File: config.mk
export PLATFORM = sky130hd
export DESIGN_NAME = dump_sequencer
export DESIGN_NICKNAME = d
export VERILOG_FILES = /design/src/rtl/dump_sequencer.sv
export SDC_FILE = /design/constraint.sdc
export NUM_CORES = 1
export LEC_CHECK = 0
export CELL_PAD_IN_SITES_DETAIL_PLACEMENT = 0
export CELL_PAD_IN_SITES_GLOBAL_PLACEMENT = 1
export CORE_MARGIN = 3
export CORE_UTILIZATION = 34
export DETAILED_ROUTE_END_ITERATION = 10
export PLACE_DENSITY = 0.8
export SYNTH_ARGS = -nofsm -noshare
export SYNTH_HDL_FRONTEND = slang
export SYNTH_SLANG_ARGS = --single-unit
File: constraint.sdc
create_clock -name clk -period 1.65 [get_ports clk]
set_input_delay 0.33 -clock clk [delete_from_list [all_inputs] [get_ports clk]]
set_output_delay 0.33 -clock clk [all_outputs]
set_load 0.01 [all_outputs]
File: src/rtl/dump_sequencer.sv
// Sequences an oldest-first readout of one channel's circular capture RAM into uart_tx.
// Rejected requests answer with a single 0xEE byte flagged by nak.
module dump_sequencer #(
  parameter int unsigned ENTRIES = 384,
  parameter int unsigned LOG2    = 9
) (
  input  logic            clk,
  input  logic            rst_n,
  input  logic            dump_req,
  input  logic [2:0]      dump_ch,
  input  logic [LOG2-1:0] trig_pos,
  output logic [2:0]      ram_sel,
  output logic [LOG2-1:0] ram_addr,
  output logic            ram_rd_en,
  input  logic [7:0]      ram_rdata,
  output logic [7:0]      tx_data,
  output logic            trmt,
  input  logic            tx_done,
  output logic            busy,
  output logic            dump_done,
  output logic            nak
);

  localparam logic [LOG2:0]   EntriesW = (LOG2 + 1)'(ENTRIES);
  localparam logic [LOG2-1:0] LastIdx  = LOG2'(ENTRIES - 1);
  localparam logic [7:0]      NakByte  = 8'hEE;

  typedef enum logic [2:0] {StIdle, StRd, StWt, StLd, StTx, StNak} state_e;

  state_e          state_q, state_d;
  logic [2:0]      sel_q, sel_d;
  logic [LOG2-1:0] addr_q, addr_d;
  logic [LOG2-1:0] cnt_q, cnt_d;
  logic [7:0]      tx_data_q, tx_data_d;
  logic            rd_en_q, rd_en_d;
  logic            trmt_q, trmt_d;
  logic            busy_q, busy_d;
  logic            done_q, done_d;
  logic            nak_q, nak_d;
  logic            req_ok;

  assign req_ok = (dump_ch >= 3'd1) && (dump_ch <= 3'd5) && ({1'b0, trig_pos} < EntriesW);

  // Pulse outputs are computed for the state being entered so every output stays registered.
  always_comb begin
    state_d   = state_q;
    sel_d     = sel_q;
    addr_d    = addr_q;
    cnt_d     = cnt_q;
    tx_data_d = tx_data_q;
    busy_d    = busy_q;
    rd_en_d   = 1'b0;
    trmt_d    = 1'b0;
    done_d    = 1'b0;
    nak_d     = 1'b0;
    case (state_q)
      StIdle: begin
        if (dump_req) begin
          if (req_ok) begin
            sel_d   = dump_ch;
            addr_d  = trig_pos;
            cnt_d   = '0;
            busy_d  = 1'b1;
            rd_en_d = 1'b1;
            state_d = StRd;
          end else begin
            tx_data_d = NakByte;
            trmt_d    = 1'b1;
            nak_d     = 1'b1;
            state_d   = StNak;
          end
        end
      end
      StRd: state_d = StWt;
      StWt: begin
        tx_data_d = ram_rdata;
        trmt_d    = 1'b1;
        state_d   = StLd;
      end
      StLd: state_d = StTx;
      StTx: begin
        if (tx_done) begin
          if (cnt_q == LastIdx) begin
            done_d  = 1'b1;
            busy_d  = 1'b0;
            state_d = StIdle;
          end else begin
            cnt_d   = cnt_q + 1'b1;
            // Wrap at the last real entry, not at the address-space size.
            addr_d  = (addr_q == LastIdx) ? '0 : addr_q + 1'b1;
            rd_en_d = 1'b1;
            state_d = StRd;
          end
        end
      end
      StNak: begin
        if (tx_done) begin
          done_d  = 1'b1;
          state_d = StIdle;
        end
      end
      default: state_d = StIdle;
    endcase
  end

  always_ff @(posedge clk or negedge rst_n) begin
    if (!rst_n) begin
      state_q   <= StIdle;
      sel_q     <= '0;
      addr_q    <= '0;
      cnt_q     <= '0;
      tx_data_q <= 8'h00;
      rd_en_q   <= 1'b0;
      trmt_q    <= 1'b0;
      busy_q    <= 1'b0;
      done_q    <= 1'b0;
      nak_q     <= 1'b0;
    end else begin
      state_q   <= state_d;
      sel_q     <= sel_d;
      addr_q    <= addr_d;
      cnt_q     <= cnt_d;
      tx_data_q <= tx_data_d;
      rd_en_q   <= rd_en_d;
      trmt_q    <= trmt_d;
      busy_q    <= busy_d;
      done_q    <= done_d;
      nak_q     <= nak_d;
    end
  end

  assign ram_sel   = sel_q;
  assign ram_addr  = addr_q;
  assign ram_rd_en = rd_en_q;
  assign tx_data   = tx_data_q;
  assign trmt      = trmt_q;
  assign busy      = busy_q;
  assign dump_done = done_q;
  assign nak       = nak_q;

endmodule

==> results.md, run 1 <==
* Status: finished, violations left
* Failing checks: negative setup slack
* Global-route wire length before repair at 7.962 mm
* Synth Flop Type: dfrtp_1
* Worst VDD drop at 0.5445 mV
* Final TNS setup at -0.006708 ns
* Antenna violations before repair at 0
* Hold/Removal Path Class: input pin to async pin
* Minimum clock period at 1.656 ns
* Crit Reg-Reg Endpoint: ram_addr[7]$_DFFE_PN0P_
* RSZ-0062 raised after global routing: true
* Worst Max-Slew Pin Slew at 0.4709 ns
* Critical Path End Type: flop
* Pre-CTS setup slack at -0.3207 ns
* Fmax at 603.8 MHz
* Cells after DPL at 323
* Clock Pin Slew Worst Setup and Hold Paths at 0.07 ns
* Sequential Area at 934.6 sq um
* Final Skew at 0.005767 ns
* Top-Level Pins at 49
* Worst R2R Setup Slack at -0.006 ns
* Relative slew margins at 0.6861
* Starting Density at 0.3648
* Worst-path fanout max at 5
* Slowest Stage Delay on Critical Path at 0.40 ns
* Largest net degree at the start of global routing at 38
* Critical path's top delay family: compound AO/OA/AOI/OAI gates
* Total Wirelength at 4.807 mm
* Critical path type: flop to flop
* Placed cell area at 2679 sq um
* Synth Cell Area at 1934 sq um
* Iter 0 DRT Violations at 104
* Antenna cells at 0
* Core ar. at 5303 sq um
* Post-Layout Cell Count at 334
* Worst path bufs/invs at 1
* Final Hold Viols at 0
* R2R cell count at 6
* Total grt overflow at 0
* Synth area leader: dfrtp_1
* DRT Pass-1 Iters at 4
* DRC Markers at 0
* CTS tree: done
* Port buffer count at 48
* Critical R2R Launch: cnt_q[1]$_DFFE_PN0P_
* Yosys warnings at 0
* Final RePlAce weighted congestion at 0.8739
* Crit start category: flop
* Share of layout cells above drive strength 1 at 0.2689
* Critical-path cell list: ha_4, nand3_4, o311ai_4, and2_4, inv_4, a22o_1
* FP Rows at 26
* H-tree levels at 2
* Number of synthesized flops with an enable pin at 0
* # setup viols final at 2
* CTS max path bufs at 2
* Async S/R FF share, synth at 1.000
* Critical path arrival at 1.84 ns
* Register area share after synthesis at 0.4787
* CTS root buf: clkbuf_8
* Via count at 1747
* Die Wd at 81.43 um
* CTS Sinks at 37
* Post-route antenna net violation count at 0
* Ratio of total power to cell area at 1590 nW/um^2
* Max-cap violations at 0
* Total Nets Final at 289
* Syn_nets at 209
* Count of pins over their slew limit at 0
* Vias in the first global route at 1636
* Fill cell count at 464
* Static leakage at 1.252 nW
* CTS buffer count at 5
* Total power at 4.645 mW
* Worst skew pair latency at 0.29 ns
* Critical Path RT at 1.83 ns
* Synth area leaders: dfrtp_1 48%, o22a_1 3.2%, a22oi_1 3.1%
* Share of the synthesized area in the top cell type at 0.4787
* Multi-input logic area at 953.4 sq um
* DP Wirelength at 3.494 mm
* Drt wl/cell at 14.39 um
* Die Y at 81.43 um
* Instance count of the mapped netlist at 183
* Final WS setup at -0.006170 ns
* Die area at 6630 sq um
* Final instance area at 2922 sq um
* Yosys cell types at 57
* Synthesis-to-layout area growth at 51.03%
* Via density at 5.231
* Total GRT Usage at 0.1576
* Yosys reg bits at 37
* Mean Syn Cell Area at 10.57 sq um
* Slowest CP cell: dfrtp_1
* Tcrit/Tclk final at 1.004
## layout make-up
class / count / share of cell area
Sequential cell: 37 / 0.3199
Inverter: 10 / 0.01370
Tap cell: 70 / 0.02998
Multi-Input combinational cell: 125 / 0.3263
Clock buffer: 5 / 0.02355
Timing Repair Buffer: 84 / 0.2642
Clock inverter: 3 / 0.02227
## how the worst max path moves through the flow
stage,startpoint,endpoint,slack [ns],cells past startpoint
2_1_floorplan,cnt_q[0]$_DFFE_PN0P_,ram_addr[7]$_DFFE_PN0P_,0.04,6
3_3_place_gp,dump_ch[1],tx_data[0]$_DFFE_PN0P_,-0.31,6
3_5_place_dp,dump_ch[2],tx_data[1]$_DFFE_PN0P_,-0.32,7
4_1_cts,ram_addr[2]$_DFFE_PN0P_,ram_addr[2],0.002,1
5_1_grt,cnt_q[1]$_DFFE_PN0P_,ram_addr[7]$_DFFE_PN0P_,-0.11,6
6_report,cnt_q[1]$_DFFE_PN0P_,ram_addr[7]$_DFFE_PN0P_,-0.006,6
## placed cells by master, fill, tap and decap left out, drive strengths merged, types with 4 or more instances in the layout
| master | instances |
|---|---|
| o2bb2ai | 4 |
| inv | 10 |
| a21oi | 8 |
| clkbuf | 5 |
| clkdlybuf4s50 | 43 |
| a22oi | 8 |
| o22a | 7 |
| nand3 | 8 |
| buf | 37 |
| nand2 | 10 |
| nor2b | 4 |
| dfrtp | 37 |
| nor2 | 9 |
| a22o | 5 |
| o21ai | 8 |
## power by group
part           internal, mW  switching [mW]  total [mW]
clock                 0.601           0.328       0.928
sequential             1.24           0.291        1.53
combinational          1.26           0.924        2.18
total                  3.10            1.54        4.64
## repair_timing
item | CTS | global route
gates resized for setup | 5 | 24
pin swaps | 0 | 9
hold buffers | 0 | 0
buffers inserted | 0 | 3
setup endpoints to repair | 7 | 32
endpoints found under the hold margin | 0 | 0
## flip-flops by register name, indices dropped and copies added, names as in the netlist, 3 cells and up
name / count
cnt_q: 9
ram_addr: 9
tx_data: 8
ram_sel: 3
state_q: 3
## layer usage
metal | routed length (um) | vias up | GRT usage
met5 | 0 | - | 0
met4 | 55 | 0 | 0.05068
met3 | 286 | 6 | 0.04605
met2 | 2314 | 51 | 0.2370
met1 | 2150 | 836 | 0.2174
li1 | - | 854 | -
## synthesized netlist by cell type (2+ instances only)
| master | number |
|---|---|
| clkbuf_1 | 2 |
| a22o_1 | 5 |
| ha_1 | 2 |
| buf_2 | 2 |
| a21oi_1 | 8 |
| or3_1 | 3 |
| inv_1 | 9 |
| o2bb2ai_1 | 4 |
| nand3_1 | 7 |
| nand4_1 | 3 |
| o22ai_1 | 3 |
| nor2b_1 | 4 |
| a32oi_1 | 2 |
| nand2_1 | 10 |
| a22oi_1 | 8 |
| buf_4 | 3 |
| nor3b_1 | 2 |
| nor3_1 | 2 |
| buf_6 | 3 |
| xor2_1 | 2 |
| o21ai_1 | 3 |
| a31oi_1 | 2 |
| nor2_1 | 8 |
| a32o_1 | 2 |
| o21ai_0 | 5 |
| o22a_1 | 7 |
| mux2i_1 | 2 |
| a2bb2oi_1 | 2 |
| and3_1 | 2 |
| mux2_2 | 3 |
| dfrtp_1 | 37 |
## per-stage QoR
step | hold WS [ns] | utilization
final | 0.08247 | 0.5510
after global placement | 0.4176 | 0.5052
after CTS | 0.09613 | 0.5321
after detailed placement | 0.4149 | 0.5052
after global routing | 0.1111 | 0.5510
after floorplan | 0.03441 | -
## kinds of logic (layout without fill, tap and decap cells)
kind of cell    after synthesis  after routing  share of synthesized area
compound gates               62             62                     0.2471
xor+xnor                      3              3                    0.01359
fa+ha+maj                     2              2                    0.01293
buf+inv                      21            102                    0.06015
flops                        37             37                     0.4787
mux                           5              5                    0.02781
simple gates                 53             53                     0.1598
Power figures use the tool's default switching activity.
==> run 2, diff against run 1 <==
==> constraint.sdc (replaced) <==
create_clock -name clk -period 1.65 [get_ports clk]
set_input_delay 0.4125 -clock clk [delete_from_list [all_inputs] [get_ports clk]]
set_output_delay 0.4125 -clock clk [all_outputs]
set_load 0.01 [all_outputs]
==> run 2 against run 1 <==
- the run still ends with negative setup slack left
- via count up 3.9%
- flip-flop and latch count unchanged
- sequential share of layout area decreased by 0.57 points
- global-route usage increased by 0.50 points
- hold slack improved by 0.081 ns
- clock-buffer cell count grew 2
- combinational power grew 5%
- final area rose by 1.5%
- non-clock buffer count rose by 11
- largest cell class unchanged
- largest power group unchanged
==> results.md, run 2 (same netlist as run 1, synthesis figures left out) <==
* Commonest non-fill, non-tap cells in the layout: 41 x buf_4, 34 x clkdlybuf4s50_1, 32 x dfrtp_1
* Critical path arrival at 1.86 ns
* # hold bufs at CTS at 0
* Antenna cells at 0
* CTS tree: done
* Die area at 6630 sq um
* # setup viols final at 7
* Worst VDD drop at 0.5868 mV
* Commonest non-fill, non-tap cell in the layout: buf_4
* Via count at 1816
* Post-Layout Cell Count at 344
* Critical Path End Type: flop
* Starting Density at 0.3648
* Crit start category: flop
* Core ar. at 5303 sq um
* Status: finished, violations left
* Final Hold Viols at 0
* Minimum clock period at 1.683 ns
* Hold/Removal Path Class: input pin to async pin
* Failing checks: negative setup slack
* Comb power frac at 0.518
* Worst Max-Slew Pin Slew at 0.4759 ns
* DRT Pass-1 Iters at 4
* FP Rows at 26
* Total GRT Usage at 0.1626
* Via density at 5.279
* CTS Sinks at 37
* Final Skew at 0.005712 ns
* Total grt overflow at 0
* Die Wd at 81.43 um
* Global-route wire length before repair at 8.259 mm
* CTS buffer count at 5
* R2R cell count at 6
* Tcrit/Tclk final at 1.020
* Critical Path RT at 1.83 ns
* Worst path bufs/invs at 1
* Total Nets Final at 300
* Ratio of total power to cell area at 1491 nW/um^2
* Finished Core Util at 0.5595
* Count of pins over their slew limit at 0
* Critical-path cell list: ha_4, nand3_4, o311ai_4, and2_4, inv_4, a22o_1
* Critical R2R Launch: cnt_q[1]$_DFFE_PN0P_
* Worst skew pair latency at 0.28 ns
* Crit Reg-Reg Endpoint: ram_addr[7]$_DFFE_PN0P_
* Clk pwr share at 0.143
* Final WS setup at -0.03304 ns
* Psw at 1.544 mW
* Post-route antenna net violation count at 0
* Synthesis-to-layout area growth at 53.36%
* Relative slew margins at 0.6827
* Slowest Stage Delay on Critical Path at 0.41 ns
* Static leakage at 1.303 nW
* Die Y at 81.43 um
* Max-cap violations at 0
* Iter 0 DRT Violations at 75
* CTS max path bufs at 2
* Antenna violations before repair at 0
* Share of layout cells above drive strength 1 at 0.2883
* RSZ-0062 raised after global routing: true
* Final RePlAce weighted congestion at 0.8271
* Worst R2R Setup Slack at -0.03 ns
* CTS root buf: clkbuf_8
* Port buffer count at 48
* DRC Markers at 0
* Fmax at 594.2 MHz
* Clock Pin Slew Worst Setup and Hold Paths at 0.07 ns
* DP Wirelength at 3.481 mm
* Top-Level Pins at 49
* Largest net degree at the start of global routing at 38
* Sw frac at 0.3491
* Total power at 4.424 mW
* Critical path's top delay family: compound AO/OA/AOI/OAI gates
* Power share of the sequential group at 0.338
* H-tree levels at 2
* Critical path type: flop to flop
* Drt wl/cell at 14.30 um
* Worst-path fanout max at 7
* Int Pwr at 2.880 mW
* Slowest CP cell: dfrtp_1
* Total Wirelength at 4.919 mm
* Pre-CTS setup slack at -0.4658 ns
* Cells after DPL at 326
* Vias in the first global route at 1717
==> run 2: repair_timing <==
action | in CTS | in global routing
gates resized for setup | 23 | 14
pin swaps | 3 | 9
setup buffers | 6 | 4
cloned | 1 | 0
setup endpoints to repair | 37 | 26
==> run 2: power by group through the flow <==
stage | clock network [mW] | registers, mW | logic [mW]
floorplan | 0 | 1.60 | 0.950
global placement | 0 | 1.51 | 2.08
detailed placement | 0 | 1.51 | 2.11
CTS | 0.662 | 1.49 | 2.19
global route | 0.700 | 1.53 | 2.53
finish | 0.635 | 1.50 | 2.29
==> run 2: worst max-delay path by stage <==
| stage | startpoint | end | slack [ns] | cells past startpoint |
|---|---|---|---|---|
| floorplan | cnt_q[0]$_DFFE_PN0P_ | ram_addr[7]$_DFFE_PN0P_ | 0.04 | 6 |
| global placement | dump_ch[1] | tx_data[4]$_DFFE_PN0P_ | -0.40 | 6 |
| detailed placement | dump_ch[2] | ram_addr[0]$_DFFE_PN0P_ | -0.47 | 6 |
| CTS | cnt_q[7]$_DFFE_PN0P_ | ram_addr[7]$_DFFE_PN0P_ | -0.008 | 5 |
| global route | cnt_q[0]$_DFFE_PN0P_ | cnt_q[3]$_DFFE_PN0P_ | -0.09 | 6 |
| finish | cnt_q[1]$_DFFE_PN0P_ | ram_addr[7]$_DFFE_PN0P_ | -0.03 | 6 |
==> run 2: area by class of cell <==
class | count | area [sq um]
Clock buffer | 7 | 86.33
Fill cell | 495 | 2336
Inverter | 10 | 40.04
Multi-Input combinational cell | 125 | 959.7
Sequential cell | 37 | 932.1
Tap cell | 70 | 87.58
Timing Repair Buffer | 95 | 860.8
==> run 2: metal layers <==
metal / GRT usage / wire length [um] / vias to the layer above
li1: - / - / 877
met1: 0.2135 / 2176 / 895
met2: 0.2663 / 2433 / 37
met3: 0.02961 / 235 / 7
met4: 0.06081 / 74 / 0
met5: 0 / 0 / -
==> run 2: through the flow <==
step           setup TNS [ns]  hold slack, ns  instance area [sq um]
6_report              -0.1236          0.1633                   2967
5_1_grt               -0.9658          0.2172                   2967
4_1_cts             -0.007555          0.1840                   2882
3_5_place_dp           -12.64          0.4819                   2714
3_3_place_gp           -11.43          0.4756                   2714
2_1_floorplan               0          0.1169                   1934
